### src/rtl/alu_scheduler.sv
// alu_scheduler: shares one 64-bit adder between two requesters, holding each result until consumed
module alu (
  input  logic [63:0] a,
  input  logic [63:0] b,
  output logic [63:0] sum,
  output logic        c,
  output logic        v,
  output logic        z
);
  logic [64:0] full;
  assign full = {1'b0, a} + {1'b0, b};
  assign sum  = full[63:0];
  assign c    = full[64];
  assign v    = (a[63] ~^ b[63]) & (a[63] ^ full[63]);
  assign z    = ~|full[63:0];
endmodule

module alu_scheduler #(
  parameter int PRIO_FIXED = 0
) (
  input  logic        clk_i,
  input  logic        reset_i,
  input  logic        req0_i,
  input  logic [63:0] a0_i,
  input  logic [63:0] b0_i,
  output logic        ack0_o,
  input  logic        req1_i,
  input  logic [63:0] a1_i,
  input  logic [63:0] b1_i,
  output logic        ack1_o,
  output logic        rsp_valid_o,
  output logic        rsp_id_o,
  input  logic        rsp_ready_i,
  output logic [63:0] sum_o,
  output logic        cflag_o,
  output logic        vflag_o,
  output logic        zflag_o,
  output logic        busy_o
);
  typedef enum logic [1:0] {IDLE, EXEC, DONE} state_t;
  state_t      state, state_n;
  logic        last_grant, grant_id, issue, id_q;
  logic [63:0] a_q, b_q, alu_sum;
  logic        alu_c, alu_v, alu_z;
  alu u_alu (.a(a_q), .b(b_q), .sum(alu_sum), .c(alu_c), .v(alu_v), .z(alu_z));
  // A new op may issue from IDLE, or from DONE in the same cycle the result is consumed
  always_comb begin
    grant_id = (PRIO_FIXED != 0) ? ~req0_i : (req0_i & req1_i) ? ~last_grant : req1_i;
    issue    = (req0_i | req1_i) & ((state == IDLE) | ((state == DONE) & rsp_ready_i));
    ack0_o   = issue & ~grant_id;
    ack1_o   = issue & grant_id;
    state_n  = issue ? EXEC : (state == EXEC) ? DONE : ((state == DONE) & rsp_ready_i) ? IDLE : state;
  end
  assign busy_o = state != IDLE;
  always_ff @(posedge clk_i or posedge reset_i)
    if (reset_i) begin
      state       <= IDLE;
      last_grant  <= 1'b1;
      a_q         <= '0;
      b_q         <= '0;
      id_q        <= 1'b0;
      sum_o       <= '0;
      cflag_o     <= 1'b0;
      vflag_o     <= 1'b0;
      zflag_o     <= 1'b0;
      rsp_valid_o <= 1'b0;
      rsp_id_o    <= 1'b0;
    end else begin
      state <= state_n;
      if (issue) begin
        a_q        <= grant_id ? a1_i : a0_i;
        b_q        <= grant_id ? b1_i : b0_i;
        id_q       <= grant_id;
        last_grant <= grant_id;
      end
      if (state == EXEC) begin
        sum_o       <= alu_sum;
        cflag_o     <= alu_c;
        vflag_o     <= alu_v;
        zflag_o     <= alu_z;
        rsp_id_o    <= id_q;
        rsp_valid_o <= 1'b1;
      end else if ((state == DONE) & rsp_ready_i) begin
        rsp_valid_o <= 1'b0;
      end
    end
endmodule

### config.mk
export PLATFORM = sky130hd
export DESIGN_NAME = alu_scheduler
export DESIGN_NICKNAME = d
export VERILOG_FILES = /design/src/rtl/alu_scheduler.sv
export SDC_FILE = /design/constraint.sdc
export NUM_CORES = 1
export LEC_CHECK = 0
export BUFFER_PORTS_ARGS = -buffer_cell sky130_fd_sc_hd__buf_4
export CORE_MARGIN = 1
export CORE_UTILIZATION = 55
export DETAILED_ROUTE_END_ITERATION = 6
export PLACE_DENSITY = 0.82
export REMOVE_ABC_BUFFERS = 1
export SETUP_SLACK_MARGIN = 0.5
export SLEW_MARGIN = 40
export SYNTH_ARGS = -nofsm -noshare
export SYNTH_HDL_FRONTEND = slang
export SYNTH_SLANG_ARGS = --single-unit
### constraint.sdc
create_clock -name clk_i -period 8.5 [get_ports clk_i]
set_clock_uncertainty 0.15 [all_clocks]
set_input_delay 1.7 -clock clk_i [delete_from_list [all_inputs] [get_ports clk_i]]
set_output_delay 1.7 -clock clk_i [all_outputs]
set_load 0.01 [all_outputs]
After elaboration in Yosys (flattened, before gate mapping)
Index checks and enable logic that the tools add are counted.
{"block": "totals", "ff_bits": 201, "input_bits": 261, "out_inout_bits": 72}
{"block": "op_classes", "add_sub_neg": 1, "n_eq_ne": 2, "n_mux": 8, "bitwise": 12, "reduce_logical": 6}
{"op": "$mux 64", "n": 2}
{"op": "$add 64x64->65", "n": 1}
{"op": "$reduce_or 64->1", "n": 1}
{"op": "$and 1x1->1", "n": 6}
{"op": "$mux 2", "n": 3}
{"op": "$reduce_bool 2->1", "n": 2}
{"op": "$mux 1", "n": 3}
{"op": "$reduce_bool 3->1", "n": 1}
{"op": "$eq 2x1->1 const B", "n": 1}
{"op": "$eq 2x2->1 const B", "n": 1}
{"op": "$logic_not 2->1", "n": 1}
{"op": "$not 1->1", "n": 2}
{"op": "$or 1x1->1", "n": 2}
{"op": "$logic_not 1->1", "n": 1}
{"op": "$xnor 1x1->1", "n": 1}
{"op": "$xor 1x1->1", "n": 1}

Depth between registers and ports, before layout
Gate-level depths: netlist (run 1).
{"block": "depth", "word_depth": 5, "depth_mapped": 12, "ltp_nobuf": 12}

Cells and area by module
From an unflattened synthesis (run 1), not the netlist that was laid out.
{"block": "unflattened", "hier_cells": 1445, "hier_area_um2": 13474.2}
{"mod": "alu_scheduler", "n_inst": 1, "cells_per_inst": 768, "area_per_inst_um2": 8946.1, "seq_area_each_um2": 5031.1}
{"mod": "alu", "n_inst": 1, "cells_per_inst": 677, "area_per_inst_um2": 4528.1, "seq_area_each_um2": 0.0}

Least setup slack after synthesis (run 1)
OpenSTA, ideal clock, no wires.
{"block": "synth_path", "kind": "input -> output", "start": "input port rsp_ready_i", "end": "output port ack0_o", "arrival_time_ns": 2.624, "path_slack_ns": 4.026, "cell_stages": 5, "cell_sequence": "inv_1 > a21o_1 > o21bai_1 > a21oi_1 > clkbuf_1"}
{"block": "synth_via", "elab_chain_len": 4}
{"element": "from (decl)", "line_no": "33", "rtl": "input logic rsp_ready_i,"}
{"element": "$and 1x1->1", "line_no": "49", "rtl": "issue = (req0_i | req1_i) & ((state == IDLE) | ((state == DONE) & rsp_ready_i));"}
{"element": "$or 1x1->1", "line_no": "49"}
{"element": "$and 1x1->1", "line_no": "49"}
{"element": "$and 1x1->1", "line_no": "50", "rtl": "ack0_o = issue & ~grant_id;"}
{"element": "to (decl)", "line_no": "26", "rtl": "output logic ack0_o,"}
Every way passes these cells.

Final worst setup path (run 1)
Ends and elaborated chain as after synthesis.

==> results.yml, run 1 <==
setup_path:
  reg2regPathDepth: 12
  worst_setup_path_end_kind: "output port"
  rr_startpoint: "a_q[0]$_DFFE_PP0P_"
  arrival_ns: 2.72
  crit_path_max_fanout: 3
  reg2reg_to: "zflag_o$_DFFE_PP0P_"
  startpoint: "rsp_ready_i"
  start_kind: "primary input"
  crit_type: "primary input to output port"
  crit_required_ns: 6.65
  rrSetupSlack_ns: 4.47
drt:
  ant_nets: 0
  wl_mm: 42.6
  drt_iter0_markers: 1208
  drc: 0
  wire_per_inst_um: 19.4
  viasPerCell: 6.19
  dr.pass1.iters: 6
  vias: 13500
sta:
  slew_headroom: 0.412
  hold_viol_final: 0
  setup_violations: 0
  timing.hold.ws_ns: 0.326
  finalCritPeriodShare: 0.537
  max_freq_mhz: 219
  finalCriticalPeriod_ns: 4.57
  rsz0062_at_grt: "no"
  timing.final.ws_setup_ns: 3.93
  tightestPinTransition_ns: 0.882
  final_max_slew_viol_count: 0
finish:
  n_fill_cell: 1922
  nets: 2181
  drive_gt1_frac: 0.234
  insertedDiodeCount: 0
  area_growth_syn_to_layout_pct: 25.3
synthesis:
  yosysTopAreaCellShare: 0.376
  synth_edf_count: 0
  dominantRegCellSynth: "dfrtp_1"
  synthTopCellsByArea: "dfrtp_1 38%, nand2_1 11%, a22oi_1 7.6%, ha_1 6.0%, a21oi_1 3.5%"
  synthCells: 1584
  yosys.area.top_type: "dfrtp_1"
  synth_area_per_cell_um2: 8.39
  yosys_warnings: 0
  synth_cell_types: 92
  synth-seq-cells: 201
  seq_area_frac_synth: 0.378
  async_reset_ff_frac: 1.00
  synth_area_um2: 13300
global_routing:
  antenna_found_initial: 1
  grt_max_degree: 132
  grt_pass1_wl_mm: 66.0
  use_met2: 0.542
  met1_usage: 0.455
  grt_pass1_vias: 12800
  grt_usage: 0.336
  busiest_layer: "met2"
  met3_usage: 0.0586
  grt_overflow: 0
cts:
  cts_tree: "built"
  cts_resized: 0
  holdBufCountCts: 0
  cts.clk_slew.worst_paths_ns: 0.06
  cts_buffers: 22
  cts_sinks: 201
  clock_path_buffers: 3
  postCtsSetupBuffers: 0
  clk_latency_ns: 0.51
  htreeDepth: 1
  cts_root_buf: "clkbuf_16"
die:
  core-area_um2: 23600
  pin_count: 333
  dieHeight_um: 157
  initial_core_util: 0.563
  die_w_um: 157
  die_area_um2: 24800
  row_count: 56
pwr:
  power.share.switching: 0.493
  p_leak_nw: 7.97
  seqPwrFrac: 0.218
  switching_power_w: 0.00396
  internal_power_w: 0.00407
  clkPwrFrac: 0.122
  p_comb_frac: 0.661
  power.density_nw_per_um2: 482
  irDropWorstVdd_mv: 0.209
hold_path:
  min_delay_path_depth: 2
  min_to: "sum_o[56]$_DFFE_PP0P_"
  hp-class: "flip-flop to flip-flop"
  hold_start: "sum_o[56]$_DFFE_PP0P_"
placed_design:
  io_buffers: 332
  dp_worst_setup_slack_ns: 3.96
  gp_congestion: 0.952
  hpwl_mm: 32.2
outcome:
  outcome: "complete, no violations"
flow_run:
  cap_viol_max_count: 0
-- cell type report --
type | instances | area, um^2 | area share
Multi-Input combinational cell | 1270 | 7840 | 0.470
Inverter | 20 | 87.6 | 0.00526
Timing Repair Buffer | 340 | 2570 | 0.154
Clock buffer | 32 | 649 | 0.0390
Tap cell | 319 | 399 | 0.0240
Clock inverter | 6 | 83.8 | 0.00503
Sequential cell | 201 | 5030 | 0.302
-- worst max-delay path, cell delays in order --
cell,delay (ns)
buf_4,0.09
inv_1,0.04
a21o_1,0.22
o21bai_4,0.20
a21oi_4,0.28
buf_4,0.19
-- stage by stage --
stage | std cells | cell area [um^2] | util | power [W] | TNS [ns]
after detailed placement | 2150 | 15900 | 0.674 | 0.00691 | 0
after CTS | 2188 | 16700 | 0.705 | 0.00793 | 0
after floorplan | 1491 | 12900 | - | 0.00538 | -626.96
final | 2188 | 16700 | 0.706 | 0.00802 | 0
after global placement | 2150 | 15900 | 0.674 | 0.00680 | 0
after global routing | 2188 | 16700 | 0.706 | 0.00860 | 0
-- worst max-delay path by stage --
stage                         to  slack [ns]
after global routing      ack0_o        3.91
after CTS                 ack0_o        3.94
after floorplan           ack0_o       -5.61
after detailed placement  ack0_o        3.96
final                     ack0_o        3.93
after global placement    ack0_o        3.95
-- kinds of logic (layout without fill, tap and decap cells) --
logic type / count (synthesis) / count (layout) / share of synthesized area
AOI/OAI and AO/OA: 513 / 513 / 0.273
adders and majority gates: 65 / 65 / 0.0617
DFF: 201 / 201 / 0.378
and+or+nand+nor: 652 / 652 / 0.222
muxes: 20 / 20 / 0.0164
xor gates and xnor gates: 20 / 20 / 0.0132
buffers and inverters: 113 / 398 / 0.0351
-- metal layers --
layer	part of all wire	up-vias
met5	0.00031	-
met4	0.033	2
met1	0.43	6415
li1	-	6399
met3	0.085	101
met2	0.46	624
-- synth_stat cells (6+ instances only) --
cell type    n
a211o_1      6
a211oi_1    11
a21o_1      34
a21oi_1     93
a22oi_1    134
a311oi_1     7
a31o_2      18
and2_1      23
and3_1       7
and4_1       6
buf_2        6
clkbuf_1    78
dfrtp_1    200
ha_1        64
inv_1       20
mux2_2      14
mux2i_1      6
nand2_1    399
nand2b_1     9
nand3_1     26
nand4_1     36
nor2_1      58
nor3_1      22
nor4_1       9
o2111ai_1    7
o211ai_1    12
o21a_1      18
o21ai_0     76
o21ai_1      6
o21bai_1    11
o31ai_1     11
or3_1       23
xnor2_1     12
xor2_1       8
-- power by group through the flow --
stage                     Sequential (W)  Clock (W)  Combinational [W]
after CTS                        0.00175   0.000989            0.00520
after global placement           0.00173          0            0.00507
after detailed placement         0.00176          0            0.00515
final                            0.00175   0.000976            0.00530
after global routing             0.00180    0.00102            0.00578
after floorplan                  0.00174          0            0.00364
-- cell usage in the layout, fill, tap and decap left out, types with 6 or more instances in the layout --
cell / count
a211o_1: 6
a211oi_1: 11
a21o_1: 34
a21oi_1: 92
a22oi_1: 134
a311oi_1: 7
a31o_2: 18
and2_1: 23
and3_1: 7
and4_1: 6
buf_4: 337
clkbuf_16: 23
dfrtp_1: 200
ha_1: 64
inv_1: 19
mux2_2: 14
mux2i_1: 6
nand2_1: 399
nand2b_1: 8
nand3_1: 26
nand4_1: 36
nor2_1: 57
nor3_1: 22
nor4_1: 9
o2111ai_1: 7
o211ai_1: 12
o21a_1: 18
o21ai_0: 76
o21ai_1: 6
o21bai_1: 10
o31ai_1: 11
or3_1: 23
xnor2_1: 12
xor2_1: 8
-- state kept, by name, summed over array words and instances, names as in the netlist --
signal,count
zflag_o,1
state,2
rsp_valid_o,1
sum_o,64
id_q,1
rsp_id_o,1
last_grant,1
cflag_o,1
a_q,64
b_q,64
vflag_o,1
Power figures use the tool's default switching activity.
==> run 2, diff against run 1 <==
==> constraint.sdc (replaced) <==
create_clock -name clk_i -period 4.7 [get_ports clk_i]
set_clock_uncertainty 0.15 [all_clocks]
set_input_delay 0.94 -clock clk_i [delete_from_list [all_inputs] [get_ports clk_i]]
set_output_delay 0.94 -clock clk_i [all_outputs]
set_load 0.01 [all_outputs]
==> run 2 against run 1 <==
Against the previous run: sequential cell count did not move; critical path depth rose by 6; die area did not move; utilization rose by 0.32 points; critical endpoint is now zflag_o$_DFFE_PP0P_; design area rose by 0.45%; critical path type is now flip-flop to flip-flop; routed wire length rose by 3.8%.
==> results.yml, run 2 (same netlist as run 1, synthesis figures left out) <==
sta:
  timing.final.ws_setup_ns: 0.684
  tns_ns: 0
  tightestPinTransition_ns: 0.837
  max_freq_mhz: 249
  finalCriticalPeriod_ns: 4.02
  final_max_slew_viol_count: 0
  slew_headroom: 0.437
  hold_viol_final: 0
  rsz0062_at_grt: "no"
  finalCritPeriodShare: 0.854
  setup_violations: 0
setup_path:
  worstPathCellList: "ha_1, fa_1, a21o_1, a221oi_4, or4_1, a21oi_1, or3_1, a221oi_1, nand4_1, nor4_1, nand4_1, o21ai_1"
  cp_common_cell: "nand4_1"
  cpPeakStageDelay_ns: 0.44
  crit_type: "flip-flop to flip-flop"
  reg2regPathDepth: 12
  arrival_ns: 4.32
  crit_required_ns: 5.00
  crit_path_max_fanout: 8
  rr_startpoint: "a_q[0]$_DFFE_PP0P_"
  rrSetupSlack_ns: 0.68
  cp_slowest_cell: "a221oi_4"
  worst_setup_path_end_kind: "flip-flop"
  reg2reg_to: "zflag_o$_DFFE_PP0P_"
  start_kind: "flip-flop"
cts:
  cts.clk_slew.worst_paths_ns: 0.06
  holdBufCountCts: 0
  htreeDepth: 1
  cts_buffers: 22
  postCtsSetupBuffers: 0
  cts_root_buf: "clkbuf_16"
  cts_tree: "built"
  clock_path_buffers: 3
  cts_resized: 0
  clk_latency_ns: 0.52
  cts_sinks: 201
finish:
  layout.cells.most_common_list: "399 x nand2_1, 334 x buf_4, 200 x dfrtp_1"
  drive_gt1_frac: 0.235
  nets: 2180
  insertedDiodeCount: 0
  area_growth_syn_to_layout_pct: 25.9
  top_regs: "a_q x64, b_q x64, sum_o x64"
  final_common_cell: "nand2_1"
pwr:
  irDropWorstVdd_mv: 0.417
  p_comb_frac: 0.657
  switching_power_w: 0.00729
  p_leak_nw: 8.00
  internal_power_w: 0.00747
  clkPwrFrac: 0.128
  power_w: 0.0148
  seqPwrFrac: 0.215
  power.share.switching: 0.494
  power.density_nw_per_um2: 882
global_routing:
  antenna_found_initial: 1
  grt_usage: 0.352
  grt_pass1_wl_mm: 68.3
  grt_max_degree: 131
  grt_pass1_vias: 12700
  grt_overflow: 0
drt:
  dr.pass1.iters: 5
  vias: 13700
  drt_iter0_markers: 1308
  wire_per_inst_um: 20.2
  viasPerCell: 6.25
  ant_nets: 0
  drc: 0
  wl_mm: 44.2
hold_path:
  hp-class: "flip-flop to flip-flop"
  min_to: "sum_o[19]$_DFFE_PP0P_"
  hold_start: "sum_o[19]$_DFFE_PP0P_"
  min_delay_path_depth: 2
flow_run:
  cap_viol_max_count: 0
die:
  die_w_um: 157
  pin_count: 333
  die_area_um2: 24800
  row_count: 56
  core-area_um2: 23600
  initial_core_util: 0.563
  dieHeight_um: 157
placed_design:
  dp_worst_setup_slack_ns: 0.768
  hpwl_mm: 33.4
  io_buffers: 332
  gp_congestion: 1.04
outcome:
  outcome: "complete, no violations"
[run 2: worst max-delay path by stage]
stage,cells past startpoint,slack (ns),from,to
after floorplan,4,-7.89,req1_i,a_q[0]$_DFFE_PP0P_
after global placement,11,0.77,a_q[16]$_DFFE_PP0P_,zflag_o$_DFFE_PP0P_
after detailed placement,11,0.77,a_q[16]$_DFFE_PP0P_,zflag_o$_DFFE_PP0P_
after CTS,11,0.74,a_q[16]$_DFFE_PP0P_,zflag_o$_DFFE_PP0P_
after global routing,12,0.53,a_q[0]$_DFFE_PP0P_,zflag_o$_DFFE_PP0P_
final,12,0.68,a_q[0]$_DFFE_PP0P_,zflag_o$_DFFE_PP0P_
[run 2: cell type report]
class                   instances  area, um^2
clock buffers                  31         646
inverters                      20        87.6
fillers                      1883        6880
well taps                     319         399
flip-flops and latches        201        5030
clock inverters                 7         135
multi-input cells            1270        7840
repair buffers                339        2590
[run 2: through the flow]
step / utilization / hold slack [ns] / instances / instance area [um^2]
2_1_floorplan: - / 0.289 / 1491 / 12900
3_3_place_gp: 0.675 / 0.302 / 2149 / 15900
3_5_place_dp: 0.675 / 0.314 / 2149 / 15900
4_1_cts: 0.708 / 0.330 / 2187 / 16700
5_1_grt: 0.709 / 0.357 / 2187 / 16700
6_report: 0.709 / 0.326 / 2187 / 16700
[run 2: power groups by stage]
stage                     Clock [W]  Combinational (W)  Sequential [W]
after floorplan                   0            0.00658         0.00314
after global placement            0            0.00930         0.00314
after detailed placement          0            0.00940         0.00319
after CTS                   0.00190            0.00947         0.00317
after global routing        0.00197             0.0106         0.00326
final                       0.00189            0.00969         0.00317
[run 2: worst max-delay path, delay by kind of cell (launching register included)]
family / cells / cell delay [ns]
fa+ha+maj: 2 / 0.64
simple gates: 5 / 1.38
compound gates: 5 / 1.40
flops: 1 / 0.38
[run 2: metal layers]
metal / up-vias / global-route usage / routed length [um]
met3: 90 / 0.0644 / 3700
li1: 6418 / - / -
met1: 6524 / 0.482 / 19100
met2: 631 / 0.562 / 20000
met5: - / 0 / 0
met4: 0 / 0.115 / 1420
==> run 3, diff against run 2 <==
--- a/config.mk
+++ b/config.mk
@@ -7,9 +7,9 @@
 export LEC_CHECK = 0
 export BUFFER_PORTS_ARGS = -buffer_cell sky130_fd_sc_hd__buf_4
 export CORE_MARGIN = 1
-export CORE_UTILIZATION = 55
+export CORE_UTILIZATION = 49
 export DETAILED_ROUTE_END_ITERATION = 6
-export PLACE_DENSITY = 0.82
+export PLACE_DENSITY = 0.77
 export REMOVE_ABC_BUFFERS = 1
 export SETUP_SLACK_MARGIN = 0.5
 export SLEW_MARGIN = 40
==> constraint.sdc (replaced) <==
create_clock -name clk_i -period 3.6 [get_ports clk_i]
set_clock_uncertainty 0.15 [all_clocks]
set_input_delay 0.72 -clock clk_i [delete_from_list [all_inputs] [get_ports clk_i]]
set_output_delay 0.72 -clock clk_i [all_outputs]
set_load 0.01 [all_outputs]
==> run 3 against run 2 <==
Against the previous run: the run now ends with setup timing left; combinational power rose by 71%; largest cell class unchanged; worst hold slack got worse by 0.19 ns; fmax rose by 9.8%; routed wire length rose by 8.4%; sequential power rose by 35%; via count rose by 5.5%; total power rose by 58%; highest routed layer unchanged.
==> results.yml, run 3 (same netlist as run 1, synthesis figures left out) <==
sta:
  timing.final.ws_setup_ns: -0.0578
  final_max_slew_viol_count: 0
  max_freq_mhz: 273
  setup_violations: 1
  rsz0062_at_grt: "yes"
  hold_viol_final: 0
  tightestPinTransition_ns: 0.687
  slew_headroom: 0.542
  finalCriticalPeriod_ns: 3.66
  finalCritPeriodShare: 1.02
setup_path:
  crit_required_ns: 3.91
  crit_path_max_fanout: 7
  reg2regPathDepth: 13
  worst-path-stages: 13
  worstPathCellList: "ha_4, fa_2, a21o_1, a221oi_4, buf_12, or4_4, a31oi_4, or4b_4, a32oi_2, nand4_1, nor4_2, nand4_1, o21ai_1"
  crit_buf_inv: 1
  cpPeakStageDelay_ns: 0.51
  cp_common_cell: "nand4_1"
  arrival_ns: 3.97
  start_kind: "flip-flop"
  cp_slowest_cell: "or4b_4"
  crit_type: "flip-flop to flip-flop"
  worst_setup_path_end_kind: "flip-flop"
  cp_top_family: "simple AND/OR/NAND/NOR gates"
pwr:
  power.density_nw_per_um2: 1220
  irDropWorstVdd_mv: 0.500
  p_leak_nw: 9.04
placed_design:
  io_buffers: 332
  post_dp_cell_area_um2: 17100
  gp_congestion: 0.964
  hpwl_mm: 35.3
  dp_worst_setup_slack_ns: -0.363
finish:
  area_growth_syn_to_layout_pct: 44.6
  seqCellArea_um2: 5030
  final_area_um2: 19200
  top_regs: "a_q x64, b_q x64, sum_o x64"
  insertedDiodeCount: 0
  nets: 2368
  n_fill_cell: 2008
  final_common_cell: "buf_4"
  layout.cells.most_common_list: "501 x buf_4, 392 x nand2_1, 199 x dfrtp_1"
  multiInputGateArea_um2: 8770
  drive_gt1_frac: 0.362
die:
  dieHeight_um: 167
  row_count: 59
  die_w_um: 167
  initial_core_util: 0.504
  core-area_um2: 26400
  die_area_um2: 27800
  pin_count: 333
global_routing:
  antenna_found_initial: 0
  grt_max_degree: 132
  grt_pass1_wl_mm: 76.1
  grt_usage: 0.338
  grt_pass1_vias: 14300
  grt_overflow: 0
drt:
  vias: 14400
  drt_iter0_markers: 1259
  wire_per_inst_um: 20.0
  wl_mm: 47.9
  ant_nets: 0
  viasPerCell: 6.03
  drc: 0
  dr.pass1.iters: 5
cts:
  cts_buffers: 24
  clk_latency_ns: 0.53
  cts_tree: "built"
  holdBufCountCts: 0
  cts_root_buf: "clkbuf_16"
  cts.clk_slew.worst_paths_ns: 0.06
  cts_sinks: 201
  clock_path_buffers: 3
  htreeDepth: 1
outcome:
  violations: "setup timing"
  outcome: "finished with violations"
hold_path:
  hp-class: "primary input to asynchronous set/reset pin"
flow_run:
  cap_viol_max_count: 0
==> run 3: cell count changes in the layout (fill, tap and decap cells not counted), moves of 9 or more <==
cell | before | now
a21oi_1 | 92 | 81
a21oi_2 | 4 | 13
buf_4 | 334 | 501
buf_6 | 1 | 17
ha_1 | 64 | 42
ha_4 | 0 | 19
o21ai_0 | 76 | 62
==> run 3: layout make-up <==
| cell class | count | area share |
|---|---|---|
| timing repair buffer | 525 | 0.213 |
| clock buffer | 32 | 0.0365 |
| inverter | 20 | 0.00430 |
| clock inverter | 8 | 0.00612 |
| multi-input combinational | 1270 | 0.456 |
| tap | 335 | 0.0218 |
| sequential | 201 | 0.262 |
==> run 3: layer usage <==
layer  wire length [um]  part of all wire  global-route usage
met1              20400              0.43               0.458
met4               1350             0.028              0.0918
met3               3270             0.068              0.0475
met5                  0                 0                   0
met2              22800              0.48               0.567
==> run 3: stage by stage <==
step | instances | setup TNS, ns | hold WS [ns] | power, W | utilization
floorplan | 1491 | -1691.95 | 0.289 | 0.0127 | -
global placement | 2316 | -0.245 | 0.300 | 0.0182 | 0.650
detailed placement | 2316 | -0.363 | 0.314 | 0.0184 | 0.650
CTS | 2375 | -0.0193 | 0.161 | 0.0222 | 0.710
global route | 2391 | -0.268 | 0.194 | 0.0249 | 0.729
finish | 2391 | -0.0578 | 0.138 | 0.0234 | 0.729
==> run 3: path summary, 6_finish.rpt <==
kind	from	endpoint	slack, ns
max	a_q[0]$_DFFE_PP0P_	zflag_o$_DFFE_PP0P_	-0.06
min	reset_i	b_q[41]$_DFFE_PP0P_	0.14
max reg2reg	a_q[0]$_DFFE_PP0P_	zflag_o$_DFFE_PP0P_	-0.06
min reg2reg	sum_o[43]$_DFFE_PP0P_	sum_o[43]$_DFFE_PP0P_	0.33
max in group asynchronous	reset_i	sum_o[50]$_DFFE_PP0P_	2.45
min in group clk_i	b0_i[53]	b_q[53]$_DFFE_PP0P_	0.22
==> run 3: timing repair <==
action	4_1_cts	5_1_grt
pin swaps	38	49
endpoints found under the setup margin	29	31
resized for setup	109	75
setup buffers	19	16
==> run 3: power breakdown <==
| part | switching (W) | total (W) | internal [W] |
|---|---|---|---|
| logic | 0.00907 | 0.0166 | 0.00749 |
| clock network | 0.000974 | 0.00254 | 0.00157 |
| registers | 0.000866 | 0.00427 | 0.00340 |
| total | 0.0109 | 0.0234 | 0.0125 |
==> run 3: worst register-to-register path: cells and delay by family, from the launching register on <==
kind | cells | cell delay (ns)
AND/OR/NAND/NOR | 5 | 1.34
buffers and inverters | 1 | 0.16
AO/OA/AOI/OAI | 5 | 0.99
flip-flops | 1 | 0.42
adder cells (fa/ha/maj) | 2 | 0.54
